[src/rtl/mem_port_arbiter_pkg.sv]
// Shared definitions for the memory port arbiter: owner encodings, the fixed
// instruction-fetch access size and the lock FSM states.
package mem_port_arbiter_pkg;

    // Which requester issued a memory request.
    typedef enum logic {
        OwnerInst = 1'b0,
        OwnerData = 1'b1
    } owner_e;

    // Instruction fetches are always full-word reads.
    localparam logic [1:0] SizeWord = 2'd2;

    typedef enum logic [0:0] {
        StUnlocked = 1'b0,
        StLocked   = 1'b1
    } lock_state_e;

endpackage

[src/rtl/owner_fifo.sv]
// In-order queue of 1-bit owner tags, one per accepted-but-unanswered request.
// Depth must be a power of two so the pointers wrap naturally.
module owner_fifo #(
    parameter int unsigned Depth = 2
) (
    input  logic clk,
    input  logic resetn,
    input  logic push_i,
    input  logic pop_i,
    input  logic data_i,
    output logic full_o,
    output logic empty_o,
    output logic head_o
);

    localparam int unsigned PtrW = (Depth > 1) ? $clog2(Depth) : 1;
    localparam int unsigned CntW = $clog2(Depth) + 1;
    localparam logic [CntW-1:0] CntMax = CntW'(Depth);

    logic [Depth-1:0] mem_q, mem_d;
    logic [PtrW-1:0]  wptr_q, wptr_d, rptr_q, rptr_d;
    logic [CntW-1:0]  cnt_q, cnt_d;
    logic             do_push, do_pop;

    // Next-state: pops need a non-empty queue; a push into a full queue is only
    // legal when the head leaves in the same cycle.
    always_comb begin
        do_pop  = pop_i && (cnt_q != '0);
        do_push = push_i && ((cnt_q != CntMax) || do_pop);
        mem_d   = mem_q;
        wptr_d  = wptr_q;
        rptr_d  = rptr_q;
        cnt_d   = cnt_q;
        if (do_push) begin
            mem_d[wptr_q] = data_i;
            wptr_d        = wptr_q + PtrW'(1);
        end
        if (do_pop) begin
            rptr_d = rptr_q + PtrW'(1);
        end
        case ({do_push, do_pop})
            2'b10:   cnt_d = cnt_q + CntW'(1);
            2'b01:   cnt_d = cnt_q - CntW'(1);
            default: cnt_d = cnt_q;
        endcase
    end

    // State register with synchronous active-low reset.
    always_ff @(posedge clk) begin
        if (!resetn) begin
            mem_q  <= '0;
            wptr_q <= '0;
            rptr_q <= '0;
            cnt_q  <= '0;
        end else begin
            mem_q  <= mem_d;
            wptr_q <= wptr_d;
            rptr_q <= rptr_d;
            cnt_q  <= cnt_d;
        end
    end

    // Status and head outputs.
    always_comb begin
        full_o  = (cnt_q == CntMax);
        empty_o = (cnt_q == '0);
        head_o  = mem_q[rptr_q];
    end

endmodule

[src/rtl/mem_port_arbiter.sv]
// Shares one sram-like memory port between instruction fetch and data access.
// Holds the grant until the address is accepted and routes in-order responses
// back to their issuer via an owner queue.
// Optional macro ARB_ROUND_ROBIN_EN: alternate grants when both requesters are
// active; otherwise data has fixed priority over instruction fetch.
module mem_port_arbiter
    import mem_port_arbiter_pkg::*;
#(
    parameter int unsigned OUTSTANDING = 2
) (
    input  logic        clk,
    input  logic        resetn,
    input  logic        inst_req,
    input  logic [31:0] inst_addr,
    output logic        inst_addr_ok,
    output logic        inst_data_ok,
    output logic [31:0] inst_rdata,
    input  logic        data_req,
    input  logic        data_wr,
    input  logic [1:0]  data_size,
    input  logic [3:0]  data_wstrb,
    input  logic [31:0] data_addr,
    input  logic [31:0] data_wdata,
    output logic        data_addr_ok,
    output logic        data_data_ok,
    output logic [31:0] data_rdata,
    output logic        m_req,
    output logic        m_wr,
    output logic [1:0]  m_size,
    output logic [3:0]  m_wstrb,
    output logic [31:0] m_addr,
    output logic [31:0] m_wdata,
    input  logic        m_addr_ok,
    input  logic        m_data_ok,
    input  logic [31:0] m_rdata
);

    lock_state_e lock_q, lock_d;
    owner_e      lock_owner_q, lock_owner_d;
    owner_e      sel_owner, both_pick, head_owner;
    logic        sel_valid, sel_req, handshake, pop;
    logic        fifo_full, fifo_empty, fifo_head, queue_full;

`ifdef ARB_ROUND_ROBIN_EN
    owner_e last_q, last_d;

    // Track who won the most recent accepted handshake.
    always_comb begin
        last_d = last_q;
        if (handshake) begin
            last_d = sel_owner;
        end
        both_pick = (last_q == OwnerInst) ? OwnerData : OwnerInst;
    end

    // Last-winner register; resets to INST so DATA wins the first contest.
    always_ff @(posedge clk) begin
        if (!resetn) begin
            last_q <= OwnerInst;
        end else begin
            last_q <= last_d;
        end
    end
`else
    // Fixed priority: data wins any contest.
    always_comb begin
        both_pick = OwnerData;
    end
`endif

    // Owner selection: a held lock overrides arbitration.
    always_comb begin
        sel_valid = 1'b0;
        sel_owner = OwnerInst;
        if (lock_q == StLocked) begin
            sel_valid = 1'b1;
            sel_owner = lock_owner_q;
        end else if (inst_req && data_req) begin
            sel_valid = 1'b1;
            sel_owner = both_pick;
        end else if (data_req) begin
            sel_valid = 1'b1;
            sel_owner = OwnerData;
        end else if (inst_req) begin
            sel_valid = 1'b1;
            sel_owner = OwnerInst;
        end
    end

    // Request mux and handshake; a response popping this cycle frees a slot.
    always_comb begin
        queue_full   = fifo_full && !m_data_ok;
        sel_req      = (sel_owner == OwnerData) ? data_req : inst_req;
        m_req        = sel_valid && sel_req && !queue_full;
        handshake    = m_req && m_addr_ok;
        inst_addr_ok = handshake && (sel_owner == OwnerInst);
        data_addr_ok = handshake && (sel_owner == OwnerData);
        m_wr         = 1'b0;
        m_size       = '0;
        m_wstrb      = '0;
        m_addr       = '0;
        m_wdata      = '0;
        if (sel_valid && (sel_owner == OwnerData)) begin
            m_wr    = data_wr;
            m_size  = data_size;
            m_wstrb = data_wstrb;
            m_addr  = data_addr;
            m_wdata = data_wdata;
        end else if (sel_valid) begin
            m_size = SizeWord;
            m_addr = inst_addr;
        end
    end

    // Lock FSM next state: lock on a stalled request, release on acceptance.
    always_comb begin
        lock_d       = lock_q;
        lock_owner_d = lock_owner_q;
        case (lock_q)
            StUnlocked: begin
                if (m_req && !m_addr_ok) begin
                    lock_d       = StLocked;
                    lock_owner_d = sel_owner;
                end
            end
            StLocked: begin
                if (handshake) begin
                    lock_d = StUnlocked;
                end
            end
            default: lock_d = StUnlocked;
        endcase
    end

    // Lock state register.
    always_ff @(posedge clk) begin
        if (!resetn) begin
            lock_q       <= StUnlocked;
            lock_owner_q <= OwnerInst;
        end else begin
            lock_q       <= lock_d;
            lock_owner_q <= lock_owner_d;
        end
    end

    owner_fifo #(
        .Depth (OUTSTANDING)
    ) u_owner_fifo (
        .clk     (clk),
        .resetn  (resetn),
        .push_i  (handshake),
        .pop_i   (pop),
        .data_i  (sel_owner),
        .full_o  (fifo_full),
        .empty_o (fifo_empty),
        .head_o  (fifo_head)
    );

    // Response routing; responses with nothing outstanding are dropped.
    always_comb begin
        pop          = m_data_ok && !fifo_empty;
        head_owner   = owner_e'(fifo_head);
        inst_data_ok = pop && (head_owner == OwnerInst);
        data_data_ok = pop && (head_owner == OwnerData);
        inst_rdata   = m_data_ok ? m_rdata : '0;
        data_rdata   = m_data_ok ? m_rdata : '0;
    end

endmodule

[config.mk]
export PLATFORM = sky130hd
export DESIGN_NAME = mem_port_arbiter
export DESIGN_NICKNAME = d
export VERILOG_FILES = /design/src/rtl/mem_port_arbiter_pkg.sv /design/src/rtl/owner_fifo.sv /design/src/rtl/mem_port_arbiter.sv
export SDC_FILE = /design/constraint.sdc
export NUM_CORES = 1
export LEC_CHECK = 0
export BUFFER_PORTS_ARGS = -buffer_cell sky130_fd_sc_hd__buf_2
export CORE_AREA = 5 5 106 108
export DETAILED_ROUTE_END_ITERATION = 12
export DIE_AREA = 0 0 111 113
export PLACE_DENSITY_LB_ADDON = 0.15
export SLEW_MARGIN = 15
export SYNTH_ARGS = -nofsm -noshare
export SYNTH_HDL_FRONTEND = slang
export SYNTH_SLANG_ARGS = --single-unit
export TNS_END_PERCENT = 50
[constraint.sdc]
create_clock -name clk -period 5.7 [get_ports clk]
set_clock_uncertainty 0.1 [all_clocks]
set_input_delay 0.855 -clock clk [delete_from_list [all_inputs] [get_ports clk]]
set_output_delay 0.855 -clock clk [all_outputs]
set_load 0.05 [all_outputs]
==> flow_summary.json <==
{
  "r2r_slack_ns": 3.57,
  "die_h_um": 113,
  "rsz0062_at_grt": "false",
  "port_buffers": 280,
  "synth_edf_count": 0,
  "worstHoldStart": "u_owner_fifo.mem_q[1]$_SDFFE_PN0P_",
  "final_area_sq_um": 2780,
  "timing.final.crit_share_pct": 57.5,
  "grt_max_degree": 74,
  "synth-async-reset-ratio_pct": 0,
  "combPwrFrac_pct": 80.4,
  "crit_fanout": 34,
  "cts.reportedPaths.clkPinSlew_ns": 0.04,
  "crit_path_end_kind": "primary output",
  "worst_slew_pin_slew_ns": 0.622,
  "netlist.area_leader.share_pct": 30.1,
  "syn_area_per_cell_sq_um": 7.27,
  "maxSlewViolCount": 0,
  "grt.busiest_layer": "met2",
  "netlist_instances": 200,
  "ys_top_cells_by_area": "and2_1 (30%), a22o_1 (19%), buf_4 (17%), dfxtp_1 (11%), mux2i_1 (2.8%)",
  "grt_pass1_wl_mm": 11.0,
  "drc": 0,
  "p_leak_nw": 1.75,
  "hold_end": "u_owner_fifo.mem_q[1]$_SDFFE_PN0P_",
  "holdPathStages": 2,
  "power.density_nw_per_um2": 270,
  "cts_resized": 0,
  "cts-root-buf": "clkbuf_8",
  "status": "finished clean",
  "fp-row-count": 37,
  "grt_pass1_vias": 2188,
  "hpwl_mm": 6.59,
  "max_cap_violations": 0,
  "grt_antenna_before_repair": 0,
  "timing.rr.end": "u_owner_fifo.cnt_q[1]$_SDFFE_PN0P_",
  "setup_tns_ns": 0,
  "use_met3_pct": 3.05,
  "via_count": 2228,
  "fin_ws_ns": 2.42,
  "core_area_sq_um": 10100,
  "drtIter0Drc": 72,
  "dieArea_sq_um": 12500,
  "clock_latency_ns": 0.23,
  "ir_drop_v": 0.000116,
  "swShare_pct": 63.2,
  "grtUsageMet2_pct": 19.9,
  "synth.distinct_cells": 27,
  "cts_tree": "yes",
  "r2r-start": "u_owner_fifo.cnt_q[0]$_SDFFE_PN0P_",
  "place_congestion": 0.838,
  "num_antenna_cells": 0,
  "pre_cts_ws_ns": 2.21,
  "ys_seq_area_share_pct": 11.0,
  "globalRouteMet1Util_pct": 11.2,
  "htreeDepth": 1,
  "wl_per_cell_um": 13.1,
  "p_int_w": 0.000276,
  "finalPower_w": 0.000750,
  "critical_path_class": "input port to primary output",
  "period_minus_slack_ns": 3.28,
  "crit_required_ns": 4.74,
  "yosys-top-cells-count": "and2_1 (70), a22o_1 (32), buf_4 (32)",
  "synth_ff_type": "dfxtp_1",
  "chipWidth_um": 111,
  "vias_per_cell": 3.88,
  "netlist_area_sq_um": 1450,
  "finalWirelength_mm": 7.51,
  "dr.pass1.iters": 4,
  "ys_ff_latch": 8,
  "post-synth-top-count-cell": "and2_1",
  "io_pins": 281,
  "overflow": 0,
  "start_util_pct": 14.3,
  "setup_violations": 0,
  "rr_worst_depth": 6,
  "clock-sinks": 8,
  "ant_nets": 0,
  "drive_gt1_share_pct": 65.5,
  "synth_top_area_cell": "and2_1",
  "cp.arrival_ns": 2.32,
  "dpl_cell_area_sq_um": 2740,
  "hold_class": "flip-flop to flip-flop",
  "postCtsSetupRepairBufs": 0,
  "cts_hold_buffers": 0,
  "hold_ws_ns": 0.371,
  "clockBufferDepth": 2,
  "grt_usage_pct": 10.4,
  "p_sw_w": 0.000474,
  "yosysWarnings": 0,
  "syn_nets": 342,
  "slew_headroom_pct": 58.5,
  "cp-start-kind": "input port",
  "cts_made_buffers": 3,
  "nNetsFinal": 582,
  "finalHoldViolCount": 0,
  "area_delta_synth_final_pct": 91.2,
  "power.share.clock_pct": 8.9,
  "seq_power_share_pct": 10.7,
  "max_freq_mhz": 305
}
[worst max-delay path, cell delays in order]
cell      delay, ns
buf_2          0.32
nor3b_1        0.16
a211oi_2       0.43
nand2_1        0.17
nor2_1         0.11
buf_2          0.28
[power by group through the flow]
stage	clock, W	sequential (W)	combinational [W]
2_1_floorplan	0	0.0000767	0.000478
3_3_place_gp	0	0.0000811	0.000609
3_5_place_dp	0	0.0000809	0.000608
4_1_cts	0.0000692	0.0000799	0.000609
5_1_grt	0.0000708	0.0000813	0.000641
6_report	0.0000667	0.0000800	0.000604
[cell families after synthesis]
group	Yosys count	share of synthesized area, %
AND/OR/NAND/NOR	90	37.0
buffers and inverters	50	21.8
AO/OA/AOI/OAI	43	24.0
flip-flops	8	11.0
multiplexers	5	3.53
XOR/XNOR	3	1.81
adder cells (fa/ha/maj)	1	0.860
[routing by layer]
layer | routed length [um] | vias up
li1 | - | 1123
met1 | 2670 | 956
met2 | 3950 | 141
met3 | 791 | 8
met4 | 98 | 0
met5 | 0 | -
[final cells by class]
type                    instances  area, sq um
clock buffers                   3         41.3
well taps                     136          170
repair buffers                281         1410
inverters                       4         15.0
fillers                      1131         7360
flip-flops and latches          8          160
multi-input cells             142          985
[through the flow]
stage	utilization (%)	std cells
4_1_cts	27.4	574
5_1_grt	27.4	574
2_1_floorplan	-	200
3_3_place_gp	27.0	571
6_report	27.4	574
3_5_place_dp	27.0	571
[placed cells by master (no fill, tap or decap), types with 3 or more instances in the layout]
master    count
a21oi_1       3
a22o_1       32
and2_1       70
buf_2       280
clkbuf_8      3
dfxtp_1       8
inv_1         4
mux2i_1       4
nand2_1       5
nor2_1        6
o21ai_0       4
[how the worst max path moves through the flow]
stage / startpoint / to / slack [ns]
finish: m_data_ok / inst_addr_ok / 2.42
CTS: data_req / data_addr_ok / 2.21
floorplan: data_req / inst_addr_ok / 2.07
global placement: data_req / data_addr_ok / 2.23
detailed placement: data_req / data_addr_ok / 2.21
global route: m_data_ok / inst_addr_ok / 2.14
(Power assumes the default switching activity.)
